===== src/rtl/mux_arb_pkg.sv =====
// Shared types and helpers for the round-robin mux arbiter.
// Optional hold timeout is enabled by defining ARB_HOLD_TIMEOUT_EN.
package mux_arb_pkg;

    typedef enum logic {IDLE, GRANT} arb_state_t;

    localparam int N_DEF = 4;
    localparam int SEL_W = $clog2(N_DEF);

    function automatic logic [31:0] onehot(input logic [31:0] idx);
        return 32'd1 << idx;
    endfunction

endpackage


===== src/rtl/rr_pick.sv =====
// Combinational round-robin picker: first set bit of req&mask
// scanning from ptr upward, wrapping at N.
module rr_pick #(
    parameter int N = 4
) (
    input  logic [N-1:0]         req,
    input  logic [$clog2(N)-1:0] ptr,
    input  logic [N-1:0]         mask,
    output logic                 found,
    output logic [$clog2(N)-1:0] idx
);

    localparam int SW = $clog2(N);

    logic [N-1:0]  cand;
    logic [SW-1:0] j;

    assign cand = req & mask;

    always_comb begin
        found = 1'b0;
        idx   = ptr;
        j     = '0;
        for (int i = 0; i < N; i++) begin
            j = ptr + SW'(i);
            if (!found && cand[j]) begin
                found = 1'b1;
                idx   = j;
            end
        end
    end

endmodule


===== src/rtl/mux_rr_arbiter.sv =====
// Round-robin arbiter owning the select of an N:1 one-bit mux.
// Define ARB_HOLD_TIMEOUT_EN to bound how long one grant may be held.
module mux_rr_arbiter
    import mux_arb_pkg::*;
#(
    parameter int N        = 4,
    parameter int MAX_HOLD = 8
) (
    input  logic                 clk,
    input  logic                 rst,
    input  logic [N-1:0]         req,
    input  logic [N-1:0]         a,
    output logic [N-1:0]         grant,
    output logic [$clog2(N)-1:0] s,
    output logic                 busy,
    output logic                 out
);

    localparam int SW = $clog2(N);

    arb_state_t    state;
    logic [SW-1:0] ptr;
    logic          found;
    logic [SW-1:0] idx;
    logic          keep;

    // The current owner is masked so a preempted requester re-competes last.
    rr_pick #(.N(N)) u_pick (
        .req   (req),
        .ptr   (ptr),
        .mask  (~grant),
        .found (found),
        .idx   (idx)
    );

`ifdef ARB_HOLD_TIMEOUT_EN
    localparam int HW = (MAX_HOLD > 1) ? $clog2(MAX_HOLD) : 1;

    logic [HW-1:0] hold_cnt;
    logic          others;
    logic          timeout;

    assign others  = |(req & ~grant);
    assign timeout = (hold_cnt == HW'(MAX_HOLD - 1)) && others;
    assign keep    = req[s] && !timeout;

    always_ff @(posedge clk) begin
        if (rst) begin
            hold_cnt <= '0;
        end else if (state == GRANT && keep) begin
            if (hold_cnt != HW'(MAX_HOLD - 1))
                hold_cnt <= hold_cnt + 1'b1;
        end else begin
            hold_cnt <= '0;
        end
    end
`else
    assign keep = req[s];
`endif

    always_ff @(posedge clk) begin
        if (rst) begin
            state <= IDLE;
            ptr   <= '0;
            grant <= '0;
            s     <= '0;
            busy  <= 1'b0;
        end else begin
            case (state)
                IDLE: begin
                    if (found) begin
                        state <= GRANT;
                        grant <= N'(onehot(32'(idx)));
                        s     <= idx;
                        busy  <= 1'b1;
                        ptr   <= idx + 1'b1;
                    end
                end
                GRANT: begin
                    if (keep) begin
                        state <= GRANT;
                    end else if (found) begin
                        grant <= N'(onehot(32'(idx)));
                        s     <= idx;
                        ptr   <= idx + 1'b1;
                    end else begin
                        state <= IDLE;
                        grant <= '0;
                        busy  <= 1'b0;
                    end
                end
                default: state <= IDLE;
            endcase
        end
    end

    assign out = busy & a[s];

endmodule


===== config.mk =====
export PLATFORM = sky130hd
export DESIGN_NAME = mux_rr_arbiter
export DESIGN_NICKNAME = d
export VERILOG_FILES = /design/src/rtl/mux_arb_pkg.sv /design/src/rtl/rr_pick.sv /design/src/rtl/mux_rr_arbiter.sv
export SDC_FILE = /design/constraint.sdc
export NUM_CORES = 1
export LEC_CHECK = 0
export CORE_MARGIN = 2
export CORE_UTILIZATION = 49
export DETAILED_ROUTE_END_ITERATION = 12
export HOLD_SLACK_MARGIN = 0.02
export PLACE_DENSITY = 0.77
export SYNTH_ARGS = -nofsm -noshare
export SYNTH_HDL_FRONTEND = slang
export SYNTH_SLANG_ARGS = --single-unit

===== constraint.sdc =====
create_clock -name clk -period 4.3 [get_ports clk]
set_input_delay 0.86 -clock clk [delete_from_list [all_inputs] [get_ports clk]]
set_output_delay 0.86 -clock clk [all_outputs]
set_load 0.02 [all_outputs]

==> key figures <==
Run status
  – Status: complete, no violations

STA
  – Endpoints failing hold: 0
  – Setup TNS: 0 ns
  – Period utilisation layout: 76.2%
  – RSZ-0062 raised after global routing: no
  – Worst rel slew slack: 75.9%
  – Fmax: 305 MHz
  – Worst slew pin tran: 0.360 ns
  – Slew Limit Fails: 0
  – Clock Skew: 0.00122 ns
  – Setup-failing EPs final: 0
  – Period minus WS final: 3.28 ns

Critical path
  – CP dominant cell by count: clkdlybuf4s50_1
  – Critical Path AT: 2.42 ns
  – Max incr delay on CP: 0.53 ns
  – Worst Path Class, Setup: in2out
  – Worst path cell trace: clkdlybuf4s50_1 > mux4_1 > and2_1 > clkdlybuf4s50_1
  – Crit Path Max Fanout: 1
  – CP Capture Type: output port
  – Bufs and invs on worst path: 2
  – Critical Path RT: 3.44 ns
  – Slowest CP cell: clkdlybuf4s50_1
  – Crit path launch type: primary input
  – CP delay by family, top: buffers and inverters

Clock network
  – Post-CTS Setup Bufs: 0
  – Cts hold-fix bufs: 0
  – H-tree depth: 1
  – Cts repair resizes: 0
  – Clk root buf: clkbuf_4
  – Clock transition at the registers of the reported paths: 0.06 ns
  – Clock Path Buffers: 2
  – CTS tree: built
  – Clock network latency to the later pin of the worst-skew pair: 0.27 ns
  – CTS buffer count: 3
  – Clk sinks: 10

Power
  – Sequential Power Share: 33.2%
  – Pint: 0.000267 W
  – Post-layout power: 0.000457 W
  – Pwr/cell area: 528 nW/um2
  – VDD IR max: 0.284 mV
  – Net Sw Frac: 41.6%
  – Switching power: 0.000190 W
  – Clock share of power: 14.1%
  – P_leak: 0.344 nW
  – Logic pwr share: 52.7%

Routing
  – Antenna-violating nets left: 0
  – Final WL: 1560 um
  – Detailed-route DRC error count: 0
  – Avg WL per Cell: 14.6 um
  – Drt first pass iters: 4
  – Routed via count: 628
  – Vias/cell: 5.87
  – DR iter-0 viols: 5

Logic synthesis
  – Yosys reg bits: 10
  – Sequential area share after synthesis: 30.4%
  – Commonest cells in the netlist: a21oi_1, dfxtp_1, nand2_1, ha_1
  – Mapped Cells: 73
  – Synth unique cells: 33
  – Share of the synthesized area in the top cell type: 30.4%
  – Post-synth top area cell: dfxtp_1
  – Syn Nets: 88
  – Post-synth top flop: dfxtp_1
  – Ys async rst share: 0%
  – Synth Warn #: 0
  – Mapped Area: 658 um2
  – Ranking of synthesized cells by area: dfxtp_1, ha_1, a21oi_1
  – Avg Inst Size Synth: 9.02 um2
  – Post-synth EDFFs: 0

Worst hold path
  – Worst Hold Class: reg2reg

Layout
  – Fin nets: 109
  – Footprint of the multi-input gates: 439 um2
  – Share of post-route cells with drive strength above 1: 13.0%
  – Cell area after layout: 866 um2
  – Ant diodes: 0
  – Number of fillers in the final layout: 106
  – Area occupied by registers: 200 um2
  – Synthesis-to-layout area growth: 31.6%
  – Final core utilization: 67.4%

Placement
  – Hpwl dp: 1230 um
  – IO buf count: 17
  – Placed cell area: 843 um2
  – RD Place Congestion: 0.801

Global route
  – Largest net degree at the start of global routing: 12
  – Gr usage total: 21.7%
  – Grt ovf: 0
  – Vias in the first global route: 522
  – GRT busiest layer: met2
  – Initial antenna violation count: 0
  – M1 GR Usage: 29.1%
  – Met3 usage: 3.80%
  – First-pass GRT wire length: 2250 um
  – Met2 Resource Use GR: 32.1%

Floorplan
  – Chip width: 40.7 um
  – Core area: 1280 um2
  – Initial Utilization: 51.2%
  – Die area: 1650 um2
  – Row cnt: 13
  – I/O pin count: 18
  – Height of the die: 40.7 um

Run
  – Max_cap viols: 0
[final timing paths]
path | start | to | slack, ns | depth (start not counted)
max reg2reg | grant[3] | grant[0] | 2.52 | 7
min | grant[1] | grant[1] | 0.49 | 2
max | a[1] | out | 1.02 | 4
min reg2reg | grant[1] | grant[1] | 0.49 | 2
[layer usage]
layer  part of all wire, %  vias up  wire (um)
met5                     0        -          0
met4                   2.4        0         37
met3                   2.7        5         42
met2                    48       11        753
met1                    47      300        730
li1                      -      312          -
[power by group through the flow]
| stage | logic [W] | clock network, W | registers [W] |
|---|---|---|---|
| floorplan | 0.000144 | 0 | 0.000166 |
| global placement | 0.000232 | 0 | 0.000151 |
| detailed placement | 0.000239 | 0 | 0.000154 |
| CTS | 0.000241 | 0.0000652 | 0.000152 |
| global route | 0.000266 | 0.0000703 | 0.000156 |
| finish | 0.000241 | 0.0000645 | 0.000152 |
[cells in the final DEF (no fill, tap or decap), types with 2 or more instances in the layout]
cell type,count
nand2_1,7
nor2b_1,2
nand2b_1,4
inv_1,3
o211ai_1,4
and2_1,2
o21ai_0,2
clkbuf_4,3
a211oi_1,2
ha_1,5
a21oi_1,10
clkdlybuf4s50_1,17
dfxtp_1,10
[flip-flops by register name (all words and copies together) (netlist names)]
register / count
state: 1
busy: 1
ptr: 2
grant: 4
s: 2
[layout make-up]
class / instances / area share, %
Clock buffer: 3 / 2.60
Inverter: 4 / 1.73
Multi-Input combinational cell: 58 / 50.7
Sequential cell: 10 / 23.1
Tap cell: 15 / 2.17
Timing Repair Buffer: 17 / 19.7
[metrics by stage]
stage	setup WS (ns)	instances	hold slack [ns]
floorplan	1.89	73	0.530
global placement	1.02	104	0.470
detailed placement	1.02	104	0.482
CTS	1.02	107	0.490
global route	0.984	107	0.516
finish	1.02	107	0.487
[cells by family (layout without fill, tap and decap cells)]
family | count (synthesis) | after routing | synth area share [%]
flops | 10 | 10 | 30.4
compound gates | 27 | 27 | 28.7
simple gates | 24 | 24 | 21.1
fa+ha+maj | 5 | 5 | 9.51
mux | 2 | 2 | 7.41
buf+inv | 5 | 24 | 2.85
[worst register-to-register path, stage by stage (launching register included)]
cell and delay, ns:
dfxtp_1 0.34, and2b_1 0.26, nor2_1 0.07, a2111o_1 0.45
and2_1 0.18, ha_1 0.18, o211ai_1 0.09, a21oi_1 0.09
Note: power is estimated with default switching activity, not from simulation.
